File: config.mk
export PLATFORM = sky130hd
export DESIGN_NAME = day1
export DESIGN_NICKNAME = d
export VERILOG_FILES = /design/src/rtl/day1_pkg.sv /design/src/rtl/day1_mux2.sv /design/src/rtl/day1.sv
export SDC_FILE = /design/constraint.sdc
export NUM_CORES = 1
export LEC_CHECK = 0
export CAP_MARGIN = 20
export CORE_AREA = 10 10 47 49
export CTS_BUF_LIST = sky130_fd_sc_hd__clkbuf_4 sky130_fd_sc_hd__clkbuf_8
export CTS_CLUSTER_DIAMETER = 120
export DETAILED_ROUTE_END_ITERATION = 7
export DIE_AREA = 0 0 57 59
export GPL_TIMING_DRIVEN = 1
export PLACE_DENSITY = 0.7
export SKIP_CTS_REPAIR_TIMING = 1
export SLEW_MARGIN = 20
export SYNTH_ARGS = -nofsm -noshare
export SYNTH_HDL_FRONTEND = slang
export SYNTH_SLANG_ARGS = --single-unit
File: constraint.sdc
create_clock -name clk -period 0.8 [get_ports clk]
set_clock_uncertainty 0.2 [all_clocks]
set_input_delay 0.16 -clock clk [delete_from_list [all_inputs] [get_ports clk]]
set_output_delay 0.16 -clock clk [all_outputs]
set_load 0.005 [all_outputs]
File: src/rtl/day1_pkg.sv
// Shared definitions for the day1 registered 2:1 multiplexer.
package day1_pkg;

   localparam int DAY1_WIDTH_DEFAULT = 8;

   typedef enum logic {
      SEL_A = 1'b0,
      SEL_B = 1'b1
   } sel_t;

endpackage

File: src/rtl/day1_mux2.sv
// Purely combinational 2:1 word select; only the chosen input reaches mux_d.
module mux2
   import day1_pkg::*;
#(
   parameter int WIDTH = DAY1_WIDTH_DEFAULT
) (
   input  sel_t             sel,
   input  logic [WIDTH-1:0] a,
   input  logic [WIDTH-1:0] b,
   output logic [WIDTH-1:0] mux_d
);

   always_comb begin
      mux_d = a;
      if (sel == SEL_B) mux_d = b;
   end

endmodule

File: src/rtl/day1.sv
// Registered 2:1 multiplexer: one-cycle latency, synchronous active-low clear.
module day1
   import day1_pkg::*;
#(
   parameter int WIDTH = DAY1_WIDTH_DEFAULT
) (
   input  logic             clk,
   input  logic             reset_n,
   input  logic [WIDTH-1:0] a_i,
   input  logic [WIDTH-1:0] b_i,
   input  logic             sel_i,
   output logic [WIDTH-1:0] y_o
);

   logic [WIDTH-1:0] mux_d;
   logic [WIDTH-1:0] y_p1;

   mux2 #(.WIDTH(WIDTH)) u_mux2 (
      .sel   (sel_t'(sel_i)),
      .a     (a_i),
      .b     (b_i),
      .mux_d (mux_d)
   );

   // p0 -> p1: output register, clear has priority over data
   always_ff @(posedge clk) begin
      if (!reset_n) y_p1 <= '0;
      else          y_p1 <= mux_d;
   end

   assign y_o = y_p1;

   always @(posedge clk) begin
      if (reset_n) begin
         assert (!$isunknown(sel_i))
            else $error("day1: sel_i unknown at active clock edge");
      end
   end

endmodule

# --- After elaboration in Yosys (flattened, before gate mapping) ---
# Cells that the tools add are included.
# W data, S select, Z words.
op_classes:
  bitwise_logic: 0
  n_addsub: 0
  mul: 0
  muxes: 1
  n_reduce_logical: 0
  order_cmp: 0
  shift: 0
  eq_ne: 0
  n_div: 0
op_table:
  columns: ["operator", "count"]
  rows:
  - ["$mux W8", 1]
word_totals:
  rom_bits: 0
  in_bits: 19
  latch_bits: 0
  wordCells: 2
  regBits: 8
  memories: 0
  mem_bits_rw: 0
  out_inout_bits: 8

# --- Logic depth before layout (Yosys ltp) ---
depth:
  word_depth: 1
  depth_mapped: 3
  depth_no_buf: 2

# --- By module ---
# A second synthesis with hierarchy kept.
hier_totals:
  cells_unflattened: 25
  hier_area_um2: 341.6
modules_own_cells:
  columns: ["module", "n_inst", "cells_each", "seq_area_each_um2", "area_each_um2"]
  rows:
  - ["day1", 1, 16, 160.2, 210.2]
  - ["mux2", 1, 9, 0.0, 131.4]

# --- Worst setup path after synthesis ---
# Ideal clock, no wire load.
synth_path:
  path_type: "input-to-reg"
  startpoint: "input sel_i"
  endpoint: "register y_p1[0] (netlist: y_o[0])"
  t_arrival_ps: 501
  t_required_ps: 484
  cell_stages: 3
  n_path_buf: 1
  setup_time_ps: 116
  slack_ps: -17
  path_cell_list: "buf_6 mux2i_1 nor2b_1"
synth_via:
  elab_chain_len: 1
synth_rtl:
  columns: ["element", "line_no", "source"]
  rows:
  - ["start: declaration", "day1.sv:11", "input logic sel_i,"]
  - ["$mux W8", "day1_mux2.sv:15", "if (sel == SEL_B) mux_d = b;"]
  - ["end signal: assignment", "day1.sv:28", "else y_p1 <= mux_d;"]
  - ["end: declaration", "day1.sv:16", "logic [WIDTH-1:0] y_p1;"]
# Every way passes these cells.
# A chain may end at the register's enable or synchronous reset.

# --- Worst setup path in the final report ---
layout_path:
  startpoint: "register y_p1[7] (netlist: y_o[7])"
  endpoint: "output y_o[7]"
layout_lines:
  columns: ["element", "line_no", "source"]
  rows:
  - ["end: declaration", "day1.sv:12", "output logic [WIDTH-1:0] y_o"]
# No word-level cell between the ends.

==> flow_summary.toml <==
[status]
status = "complete, but fails checks"
violations = "hold timing, setup timing"

[cells_and_area]
largest_register_ffs = 8
area_delta_synth_final_pct = 107.1
fillCellCount = 146
finish.utilization_pct = 44.55
stdcell_count = 70
drive_gt1_share_pct = 29.63
antennaDiodeCount = 0
fin_nets = 75

[synth]
avgSynthCellArea_um2 = 12.06
synth_mux_area_share_pct = 26.56
synth_edf_count = 0
synth_top_family_by_area = "multiplexers"
synth.yosys.seq_area_share_pct = 53.11
async_flop_share_pct = 0
yosys.area_share.simple_pct = 16.60
synth_top_area_share_pct = 53.11
synth_nets = 44
yosys_warnings = 0
ys.flop_type = "dfxtp_1"
yosysTopAreaCell = "dfxtp_1"
synth_commonest_cells = "dfxtp_1 (8), mux2i_1 (8), nor2b_1 (8), buf_6 (1)"
syn_inst = 25
synth_area_um2 = 301.5
synth.ff_latch_count = 8
netlist_top_cells_area = "dfxtp_1 (53%), mux2i_1 (27%), nor2b_1 (17%)"
synth_cell_types = 4
synth_xor_area_share_pct = 0
synth_compound_area_share_pct = 0
synth_adder_area_share_pct = 0

[clock_network]
cts_root_buf = "clkbuf_4"
clk_pin_slew_ns = 0.06
clkSinkCount = 8
cts_max_level = 1
cts_tree = "yes"
clockBufferDepth = 2
numCtsBuffers = 3

[grt]
first_global_vias = 341
grt-ovfl-total = 0
gr-usage-all-layers_pct = 5.284
antenna_found_initial = 0
grt_max_degree = 9
grt_first_pass_wirelength_mm = 1.338

[timing]
setup_viol = 8
drv_slew = 0
worstMarginPinSlew_ns = 0.2277
finalCritPeriodShare_pct = 129.4
finalWorstSetupSlack_ns = -0.2355
fmax_ghz = 0.9657
slew_headroom_pct = 84.79
grt_setup_unrepaired = "true"
hold_ws_ns = -0.02602
timing.final.crit_period_ns = 1.035
hold_violations = 7

[power_and_ir_drop]
seq_power_share_pct = 46.8
switchingPower_uw = 205.3
cell_internal_pwr_uw = 722.6
power_frac_clock_pct = 34.3
p_leak_uw = 0.0004102
sw_frac_of_total_pct = 22.13
combinationalPowerShare_pct = 18.9
vdd_drop_max_mv = 0.6183
power.density_nw_per_um2 = 1486

[die]
rows = 14
initial_core_util_pct = 21.52
die_x_um = 57
dieArea_um2 = 3363
pin_count = 27
core-area_um2 = 1401
die_y_um = 59

[placement]
port_buffers = 26
dpl_worst_slack_ns = -0.5748
gp_congestion = 0.6157
dp.cells = 67

[critical_path]
critical_path_class = "flip-flop to output port"
worstPathArrival_ns = 0.68
worst_setup_path_end_kind = "output port"
max_stage_delay_ns = 0.32
crit_fanout = 1
path_delay_family = "flip-flops"
path_cells = "clkbuf_2"
critPathBufInv = 1
start_kind = "flip-flop"
required_ns = 0.44
critPathSlowestCell = "dfxtp_2"

[routing]
drc = 0
viasPerCell = 4.257
wl_met2_um = 473
wl_met3_um = 121
firstDrtPassIters = 2
drt_iter0_drc = 2
top_layer = "met4"
vias = 298
postRouteWirelength_um = 925
wl_per_cell_um = 13.21
m1WireLength_um = 325
postRouteAntennaNets = 0

[hold_path]
hp-class = "input port to flip-flop"

[flow_run]
max_cap_viol_count = 0
cells by family (layout without fill, tap and decap cells):
kind of cell,Yosys count,in the layout
muxes,8,8
DFF,8,8
and+or+nand+nor,8,8
buffers and inverters,1,30
worst paths after layout:
path / start / to / slack [ns] / cells after the start
max: y_o[7]$_SDFF_PN0_ / y_o[7] / -0.24 / 1
min: a_i[5] / y_o[5]$_SDFF_PN0_ / -0.03 / 3
final cells by class:
cell class / count / area [µm²] / share of cell area (%)
Clock buffer: 3 / 22.52 / 3.607
Multi-Input combinational cell: 16 / 130.1 / 20.84
Timing Repair Buffer: 27 / 286.5 / 45.89
Tap cell: 16 / 20.02 / 3.206
Sequential cell: 8 / 165.2 / 26.45
per-layer routing:
layer / GRT usage (%) / vias up
met1: 4.421 / 136
met4: 4.027 / 0
met3: 4.292 / 2
met2: 8.217 / 17
met5: 0 / -
li1: - / 143
metrics by stage:
| stage | power (µW) | area (µm²) | TNS (ns) |
|---|---|---|---|
| after floorplan | 502.2 | 310.3 | 0 |
| after global placement | 649.9 | 590.6 | -7.159 |
| after detailed placement | 653.7 | 590.6 | -7.350 |
| after CTS | 966.1 | 613.1 | -7.409 |
| after global routing | 965.3 | 624.3 | -2.005 |
| final | 928.0 | 624.3 | -1.802 |
power by group through the flow:
stage / clock network [µW] / logic [µW] / registers, µW
after floorplan: 0 / 57.6 / 445
after detailed placement: 0 / 213 / 441
after CTS: 321 / 213 / 432
final: 318 / 175 / 435
after global routing: 335 / 192 / 438
after global placement: 0 / 210 / 440
cell usage in the layout, fill, tap and decap left out, drive strengths merged:
cell,Yosys,routed
mux2i,8,8
clkbuf,0,7
dlymetal6s2s,0,16
clkdlybuf4s50,0,2
nor2b,8,8
buf,1,5
dfxtp,8,8
Power figures use the tool's default switching activity.
